File: config.mk
export PLATFORM = sky130hd
export DESIGN_NAME = template_arbiter
export DESIGN_NICKNAME = d
export VERILOG_FILES = /design/src/rtl/template_arbiter.sv
export SDC_FILE = /design/constraint.sdc
export NUM_CORES = 1
export LEC_CHECK = 0
export CORE_MARGIN = 4
export CORE_UTILIZATION = 42
export CTS_BUF_LIST = sky130_fd_sc_hd__clkbuf_4 sky130_fd_sc_hd__clkbuf_8
export CTS_CLUSTER_SIZE = 28
export DETAILED_ROUTE_END_ITERATION = 16
export PLACE_DENSITY = 0.79
export SETUP_SLACK_MARGIN = 0.05
export SYNTH_ARGS = -nofsm -noshare
export SYNTH_HDL_FRONTEND = slang
export SYNTH_SLANG_ARGS = --single-unit
File: constraint.sdc
create_clock -name clk -period 2.8 [get_ports clk]
set_input_delay 0.7 -clock clk [delete_from_list [all_inputs] [get_ports clk]]
set_output_delay 0.7 -clock clk [all_outputs]
set_load 0.005 [all_outputs]
File: src/rtl/template_arbiter.sv
// Round-robin, burst-granular arbiter sharing one template datapath between NUM_REQ requesters.
// Optional per-requester beat counters are enabled by defining TEMPLATE_ARBITER_STATS_EN.
module template_arbiter #(
   parameter int unsigned NUM_REQ    = 4,
   parameter int unsigned DATA_WIDTH = 16,
   parameter int unsigned MAX_BURST  = 8,
   parameter int unsigned TAG_DEPTH  = 8
) (
`ifdef TEMPLATE_ARBITER_STATS_EN
   output logic [NUM_REQ*16-1:0]         beat_count,
`endif
   input  logic                          clk,
   input  logic                          reset,
   input  logic [NUM_REQ-1:0]            req_valid,
   input  logic [NUM_REQ*DATA_WIDTH-1:0] req_data,
   input  logic [NUM_REQ-1:0]            req_last,
   output logic [NUM_REQ-1:0]            req_ready,
   output logic [DATA_WIDTH-1:0]         input_data,
   output logic                          enable,
   input  logic [DATA_WIDTH-1:0]         output_data,
   input  logic                          output_data_valid,
   output logic [DATA_WIDTH-1:0]         result_data,
   output logic                          result_valid,
   output logic [$clog2(NUM_REQ)-1:0]    result_id,
   output logic                          busy,
   output logic                          err_orphan
);

   localparam int unsigned IdW  = $clog2(NUM_REQ);
   localparam int unsigned PtrW = $clog2(TAG_DEPTH);
   localparam int unsigned CntW = PtrW + 1;

   typedef enum logic [0:0] {StIdle, StBurst} state_e;

   state_e           state_q, state_d;
   logic [IdW-1:0]   grant_q, grant_d;
   logic [IdW-1:0]   rr_ptr_q, rr_ptr_d;
   logic [7:0]       beat_cnt_q, beat_cnt_d;

   logic [IdW-1:0]   tag_mem [TAG_DEPTH];
   logic [PtrW-1:0]  wr_ptr_q, rd_ptr_q;
   logic [CntW-1:0]  tag_cnt_q;
   logic             tag_full, tag_empty;

   logic [DATA_WIDTH-1:0] input_data_q, result_data_q;
   logic                  enable_q, result_valid_q, err_orphan_q;
   logic [IdW-1:0]        result_id_q;

   logic             found;
   logic [IdW-1:0]   pick, arb_idx;
   logic             accept, pop, pop_eff, orphan;
   logic [IdW-1:0]   pop_tag;

   assign tag_full  = (tag_cnt_q == CntW'(TAG_DEPTH));
   assign tag_empty = (tag_cnt_q == '0);

   // First valid requester at or after rr_ptr, cyclically.
   always_comb begin
      found   = 1'b0;
      pick    = rr_ptr_q;
      arb_idx = '0;
      for (int unsigned i = 0; i < NUM_REQ; i++) begin
         arb_idx = IdW'((32'(rr_ptr_q) + i) % NUM_REQ);
         if (!found && req_valid[arb_idx]) begin
            found = 1'b1;
            pick  = arb_idx;
         end
      end
   end

   always_comb begin
      state_d    = state_q;
      grant_d    = grant_q;
      rr_ptr_d   = rr_ptr_q;
      beat_cnt_d = beat_cnt_q;
      req_ready  = '0;
      accept     = 1'b0;
      unique case (state_q)
         StIdle: begin
            if (found) begin
               grant_d = pick;
               state_d = StBurst;
            end
         end
         StBurst: begin
            req_ready[grant_q] = !tag_full;
            accept             = req_valid[grant_q] && !tag_full;
            if (accept) begin
               beat_cnt_d = beat_cnt_q + 8'd1;
               if (req_last[grant_q] || (beat_cnt_q + 8'd1 == 8'(MAX_BURST))) begin
                  state_d    = StIdle;
                  beat_cnt_d = '0;
                  rr_ptr_d   = (grant_q == IdW'(NUM_REQ - 1)) ? '0 : grant_q + IdW'(1);
               end
            end
         end
         default: state_d = StIdle;
      endcase
   end

   // An empty FIFO with a same-cycle push hands the pushed tag straight through.
   assign pop     = output_data_valid;
   assign orphan  = pop && tag_empty && !accept;
   assign pop_eff = pop && !orphan;
   assign pop_tag = tag_empty ? grant_q : tag_mem[rd_ptr_q];

   always_ff @(posedge clk) begin
      if (accept) tag_mem[wr_ptr_q] <= grant_q;
   end

   always_ff @(posedge clk) begin
      if (reset) begin
         state_q        <= StIdle;
         grant_q        <= '0;
         rr_ptr_q       <= '0;
         beat_cnt_q     <= '0;
         wr_ptr_q       <= '0;
         rd_ptr_q       <= '0;
         tag_cnt_q      <= '0;
         input_data_q   <= '0;
         enable_q       <= 1'b0;
         result_data_q  <= '0;
         result_valid_q <= 1'b0;
         result_id_q    <= '0;
         err_orphan_q   <= 1'b0;
      end else begin
         state_q    <= state_d;
         grant_q    <= grant_d;
         rr_ptr_q   <= rr_ptr_d;
         beat_cnt_q <= beat_cnt_d;
         enable_q   <= accept;
         if (accept) begin
            input_data_q <= req_data[32'(grant_q)*DATA_WIDTH +: DATA_WIDTH];
            wr_ptr_q     <= wr_ptr_q + PtrW'(1);
         end
         if (pop_eff) rd_ptr_q <= rd_ptr_q + PtrW'(1);
         if (accept && !pop_eff)      tag_cnt_q <= tag_cnt_q + CntW'(1);
         else if (pop_eff && !accept) tag_cnt_q <= tag_cnt_q - CntW'(1);
         result_valid_q <= pop;
         if (pop) begin
            result_data_q <= output_data;
            result_id_q   <= orphan ? '0 : pop_tag;
         end
         if (orphan) err_orphan_q <= 1'b1;
      end
   end

   assign input_data   = input_data_q;
   assign enable       = enable_q;
   assign result_data  = result_data_q;
   assign result_valid = result_valid_q;
   assign result_id    = result_id_q;
   assign err_orphan   = err_orphan_q;
   assign busy         = (state_q != StIdle) || !tag_empty;

`ifdef TEMPLATE_ARBITER_STATS_EN
   logic [15:0] stat_q [NUM_REQ];

   always_ff @(posedge clk) begin
      for (int unsigned i = 0; i < NUM_REQ; i++) begin
         if (reset) begin
            stat_q[i] <= '0;
         end else if (accept && (grant_q == IdW'(i)) && (stat_q[i] != 16'hFFFF)) begin
            stat_q[i] <= stat_q[i] + 16'd1;
         end
      end
   end

   always_comb begin
      beat_count = '0;
      for (int unsigned i = 0; i < NUM_REQ; i++) beat_count[i*16 +: 16] = stat_q[i];
   end
`endif

endmodule

==> results of run 1 <==
-- layer usage --
| metal | share of wire [%] | global-route usage [%] |
|---|---|---|
| met3 | 3.9 | 2.98 |
| met1 | 39 | 21.6 |
| met2 | 56 | 35.4 |
| met5 | 0 | 0 |
| met4 | 1.5 | 6.56 |
-- cells by family after synthesis --
group	Yosys count	share of synthesized area, %
AO/OA/AOI/OAI	55	7.93
XOR/XNOR	7	1.63
adder cells (fa/ha/maj)	12	4.20
buffers and inverters	27	2.93
flip-flops	79	46.4
multiplexers	43	18.8
AND/OR/NAND/NOR	142	18.1
-- sequential cells by signal, indices dropped and copies added, names as in the netlist, named ones only --
register	flops
wr_ptr_q	3
state_q	1
result_id	2
rd_ptr_q	3
err_orphan	1
beat_cnt_q	8
rr_ptr_q	2
result_valid	1
input_data	16
tag_mem	16
result_data	16
tag_cnt_q	4
enable	1
grant_q	2
-- area by class of cell --
class | count | area, um2 | share of cell area, %
Clock buffer | 13 | 166 | 2.98
Clock inverter | 3 | 65.1 | 1.16
Inverter | 5 | 21.3 | 0.381
Multi-Input combinational cell | 259 | 1960 | 35.1
Sequential cell | 79 | 1740 | 31.2
Tap cell | 108 | 135 | 2.42
Timing Repair Buffer | 156 | 1490 | 26.7
-- cell usage after synthesis, drive strengths merged, types with 3 or more instances --
cell type	instances
a21oi	34
a31oi	7
and3	7
buf	10
clkbuf	12
dfxtp	63
edfxtp	16
ha	11
inv	5
mux2i	20
mux4	22
nand2	51
nand2b	6
nand3	7
nor2	39
nor2b	3
nor3	7
nor3b	3
nor4	3
nor4b	3
o21ai	9
or4b	3
xnor2	3
xor2	4
-- power by group through the flow --
stage | Sequential [uW] | Clock (uW) | Combinational, uW
6_report | 1380 | 962 | 1020
5_1_grt | 1400 | 1020 | 1110
4_1_cts | 1380 | 978 | 1010
3_5_place_dp | 1400 | 0 | 989
3_3_place_gp | 1390 | 0 | 952
2_1_floorplan | 1380 | 0 | 553
-- worst max path at each step --
stage                    to  slack (ps)  cells past startpoint
6_report       req_ready[1]         120                      3
5_1_grt        req_ready[0]          60                      5
4_1_cts        tag_cnt_q[3]           2                     13
3_5_place_dp   tag_cnt_q[3]        -450                     13
3_3_place_gp   tag_cnt_q[3]        -380                     13
2_1_floorplan  tag_cnt_q[3]          30                     12
-- worst max-delay path, stage by stage, from the launching register on --
cell and delay, ps:
dfxtp_2 370, or4b_4 580, and3_1 220, clkdlybuf4s50_1 470
-- stage by stage --
stage,hold WS (ps),std cells,power [uW]
CTS,458,622,3370
finish,455,623,3360
global route,482,623,3530
detailed placement,447,604,2390
floorplan,453,365,1940
global placement,442,604,2350
-- repair_timing --
item	in CTS	in global routing
resized for setup	5	3
pin swaps	7	7
setup endpoints to repair	6	5
cloned	0	0
setup buffers	2	1
==> results by group, run 1 <==
Outcome
  – Status: finished, final reports clean

Routing
  – Drt drc: 0
  – WL/cell: 15.7 um
  – Initial DRT Pass Iterations: 5
  – Via Count: 3302
  – Vias per inst: 5.30
  – Post-route ant nets: 0
  – Total wire length: 9.76 mm
  – DRT iter0 DRCs: 122

Global route
  – Global-route wire length before repair: 15.7 mm
  – Antenna violations before repair: 0
  – Largest net degree at the start of global routing: 34
  – Overall Global Routing Usage: 18.9%
  – Vias in the first global route: 3405
  – Total grt overflow: 0

Worst hold path
  – Hold_sp: input_data[7]
  – Hold Path Class: reg2reg
  – Hold depth: 2
  – Hold EP: input_data[7]

Pwr
  – Combinational share of power: 30.4%
  – Seq pwr share: 41.0%
  – Net Sw Power: 931 uW
  – PD cells: 602 mW/mm2
  – Worst VDD drop: 0.416 mV
  – Lkg Pwr: 0.00208 uW
  – Int Power: 2430 uW
  – Switching share of power: 27.7%
  – Clock network fraction of design power: 28.6%

Critical path
  – Critical path required time: 2100 ps
  – CP Class: reg2out
  – Critical path arrival: 1980 ps
  – Worst-case reg-to-reg path depth: 12
  – Worst reg-to-reg setup slack: 320 ps
  – Crit Reg-Reg Startpoint: tag_cnt_q[1]
  – Terminus of the critical flop-to-flop path: tag_cnt_q[3]
  – Critical path startpoint category: flip-flop
  – Crit end category: output port
  – CP Launch Point: tag_cnt_q[1]
  – Crit Path Max Fanout: 5

Timing
  – FMAX: 0.373 GHz
  – Final WS setup: 122 ps
  – Final setup viols: 0
  – Setup Total Neg Slack: 0 ps
  – Skew final: 10.9 ps
  – Minimum clock period: 2680 ps
  – RSZ-0062 raised after global routing: no
  – Slew Limit Fails: 0
  – Fin. Hold Viols: 0
  – Worst Max-Slew Pin Slew: 550 ps
  – Relative slew slack: 63.3%
  – Tcrit/Tclk final: 95.6%

Die
  – Initial Utilization: 43.1%
  – Die Y: 103 um
  – Die footprint: 0.0105 mm2
  – Ports: 133
  – Core region area: 0.00872 mm2
  – Die span in x: 103 um
  – Row Count: 34

Clock network
  – Clock-pin slew of the registers on the worst-case setup and hold paths: 80 ps
  – Worst skew pair latency: 340 ps
  – CTS Buffer Depth: 2
  – Hold buffers post-CTS: 0
  – CTS sink count: 79
  – Max H-tree Level: 3
  – Clock tree from TritonCTS: yes
  – Total CTS buffers: 9
  – CTS root buf: clkbuf_8

Place
  – Detailed placement HPWL: 7.36 mm
  – Pre-CTS WS: -449 ps
  – Placed Instance Area: 0.00532 mm2
  – Port bufs: 132
  – Final Wtd Congestion: 0.815

Cells and area
  – NumNets Final: 613
  – Final Instance Area: 0.00559 mm2
  – Diodes inserted: 0
  – Most common cell after layout, fill and taps aside: clkdlybuf4s50_1
  – Layout Utilization: 64.0%
  – Layout cells sized above 1: 15.0%
  – Most frequent cells in the layout: clkdlybuf4s50_1 (127), dfxtp_1 (62), nand2_1 (49), nor2_1 (39), a21oi_1 (32)
  – Fillers: 668
  – Area Overhead vs Synth: 48.7%

Synth
  – Cell taking the most area after synthesis: dfxtp_1
  – Syn_area_per_cell: 10.3 um2
  – EDFF count, synth: 16
  – Post-synth ARST share: 0%
  – Mapped Cells: 365
  – Top cells by area, synth: dfxtp_1 (34%), mux4_2 (13%), edfxtp_1 (13%)
  – Synth cell types: 41
  – Syn_nets: 468
  – Synth warn: 0
  – Share of the synthesized area in the top cell type: 33.6%
  – Synth Flop Type: dfxtp_1
  – Sequential area share after synthesis: 46.4%
  – Mapped cell area: 0.00376 mm2
  – Synth Register Bits: 79

Run
  – Max-cap viol count: 0
No activity file was read; power rests on OpenSTA's default activity.
==> inputs of run 2 (changes only) <==
PLACE_DENSITY = 0.75   (was 0.79)
SETUP_SLACK_MARGIN = not set   (was 0.05)
==> run 2 against run 1 <==
First-iteration DRC count shrank 11%. Cell count is the same. Clock skew shrank 2.8 ps. Die area is the same. Count of clock-buffer cells in the layout grew 1. Global-route usage is essentially flat. Sequential cell count is the same. Non-clock buffer count is the same. Via count shrank 1.3%. Combinational power is essentially flat.
==> results by group, run 2 (synthesis results as in run 1) <==
Clock network
  – Total CTS buffers: 9 (unchanged)
  – CTS root buf: clkbuf_8
  – CTS sink count: 79 (unchanged)
  – CTS Buffer Depth: 2 (unchanged)
  – Max H-tree Level: 3 (unchanged)
  – Clock-pin slew of the registers on the worst-case setup and hold paths: 80 ps (about the same)
  – Clock tree from TritonCTS: yes
  – Worst skew pair latency: 350 ps (about the same)
  – Hold buffers post-CTS: 0 (unchanged)

Worst hold path
  – Hold depth: 2 (unchanged)
  – Hold Path Class: reg2reg
  – Hold_sp: input_data[11]

Die
  – Die footprint: 0.0105 mm2 (unchanged)
  – Core region area: 0.00872 mm2 (unchanged)
  – Ports: 133 (unchanged)
  – Die span in x: 103 um (unchanged)
  – Initial Utilization: 43.1% (unchanged)
  – Die Y: 103 um (unchanged)
  – Row Count: 34 (unchanged)

Routing
  – Initial DRT Pass Iterations: 4 (-1)
  – Drt drc: 0 (unchanged)
  – WL/cell: 15.2 um (-3.1%)
  – Vias per inst: 5.23 (-1.3%)
  – Via Count: 3259 (-1.3%)
  – DRT iter0 DRCs: 109 (-11%)
  – Post-route ant nets: 0 (unchanged)
  – Total wire length: 9.46 mm (-3.1%)

Timing
  – RSZ-0062 raised after global routing: no
  – Skew final: 8.12 ps (-2.81 ps)
  – Final WS setup: 109 ps (-13.5 ps)
  – Relative slew slack: 63.8% (+0.45 points)
  – Final hold slack: 458 ps (+2.81 ps)
  – Worst Max-Slew Pin Slew: 538 ps (-11.8 ps)
  – Fin. Hold Viols: 0 (unchanged)
  – Slew Limit Fails: 0 (unchanged)
  – Final setup viols: 0 (unchanged)
  – Tcrit/Tclk final: 96.1% (+0.48 points)
  – FMAX: 0.372 GHz (-0.50%)
  – Minimum clock period: 2690 ps (+13.5 ps)

Critical path
  – Crit Reg-Reg Startpoint: grant_q[0]
  – Max incr delay on CP: 580 ps (about the same)
  – CP bufs+invs: 1 (unchanged)
  – Worst-case reg-to-reg path depth: 12 (unchanged)
  – Critical path arrival: 1990 ps (about the same)
  – CP Class: reg2out
  – CP Launch Point: tag_cnt_q[1]
  – Top delay family on crit path: simple AND/OR/NAND/NOR gates
  – Critical path required time: 2100 ps (about the same)
  – Crit end category: output port
  – Critical path startpoint category: flip-flop
  – Crit Path Max Fanout: 5 (unchanged)
  – CP max stage cell: or4b_4
  – Stages on worst setup path: 3 (unchanged)
  – CP Cell Sequence: or4b_4 -> and3_1 -> clkdlybuf4s50_1

Global route
  – Antenna violations before repair: 0 (unchanged)
  – Global-route wire length before repair: 15.4 mm (-2.3%)
  – Overall Global Routing Usage: 18.8% (-0.032 points)
  – Total grt overflow: 0 (unchanged)
  – Largest net degree at the start of global routing: 32 (-5.9%)
  – Vias in the first global route: 3354 (-1.5%)

Place
  – Placed Instance Area: 0.00532 mm2 (+0.14%)
  – Pre-CTS WS: -477 ps (-28.8 ps)
  – Final Wtd Congestion: 0.758 (-7.0%)
  – Detailed placement HPWL: 7.14 mm (-3.0%)
  – Port bufs: 132 (unchanged)

Outcome
  – Status: finished, final reports clean

Cells and area
  – NumNets Final: 613 (unchanged)
  – Most frequent cells in the layout: clkdlybuf4s50_1 (127), dfxtp_1 (63), nand2_1 (49), nor2_1 (39), a21oi_1 (33)
  – Sequential cell area: 0.00174 mm2 (about the same)
  – Fillers: 714 (+6.9%)
  – Layout cells sized above 1: 14.6% (-0.39 points)
  – Most common cell after layout, fill and taps aside: clkdlybuf4s50_1
  – Diodes inserted: 0 (unchanged)
  – Multi-input gate area: 0.00196 mm2 (-0.19%)
  – Final Instance Area: 0.00558 mm2 (about the same)
  – Area Overhead vs Synth: 48.7% (about the same)

Pwr
  – PD cells: 591 mW/mm2 (-1.9%)
  – Worst VDD drop: 0.263 mV (-37%)
  – PnR Total Power: 3300 uW (-1.9%)
  – Lkg Pwr: 0.00207 uW (-0.39%)

Run
  – Max-cap viol count: 0 (unchanged)
==> run 2: final timing paths <==
kind | end | slack [ps]
worst max-delay path | req_ready[1] | 110
worst min-delay path | input_data[11] | 460
worst max register to register | tag_cnt_q[3] | 260
worst min register to register | input_data[11] | 460
==> run 2: timing repair <==
| action | in CTS | in global routing |
|---|---|---|
| buffers inserted | 2 | 0 |
| gates resized for setup | 6 | 4 |
| setup endpoints to repair | 4 | 4 |
| pin swaps | 7 | 0 |
==> run 2: final cells by class <==
class / count / share of cell area (%)
clock buffers: 14 / 3.34
clock inverters: 2 / 0.672
inverters: 5 / 0.381
multi-input cells: 259 / 35.1
flip-flops and latches: 79 / 31.2
well taps: 108 / 2.42
repair buffers: 156 / 26.9
==> run 2: metal layers <==
metal | vias up | routed length [um] | global-route usage (%)
met3 | 13 | 638 | 6.29
met1 | 1554 | 3790 | 22.0
met4 | 0 | 178 | 7.06
met2 | 89 | 4850 | 32.2
met5 | - | 0 | 0
li1 | 1603 | - | -
==> run 2: stage by stage <==
step           setup TNS [ps]  utilization, %  cells
2_1_floorplan               0               -    365
3_3_place_gp             -750            61.0    605
3_5_place_dp            -1260            61.0    605
4_1_cts                     0            63.9    623
5_1_grt                     0            64.0    623
6_report                    0            64.0    623
==> run 2: worst min-delay path: cells and delay by family, from the launching register on <==
kind | cells | cell delay (ps)
AOI/OAI and AO/OA | 1 | 50
DFF | 1 | 310
and+or+nand+nor | 1 | 50
==> run 2: power by group <==
part / switching, uW / internal, uW / leakage [uW] / total (uW)
registers: 96.8 / 1270 / 0.000664 / 1370
logic: 431 / 587 / 0.00129 / 1020
clock network: 391 / 520 / 0.000112 / 911
total: 919 / 2380 / 0.00207 / 3300
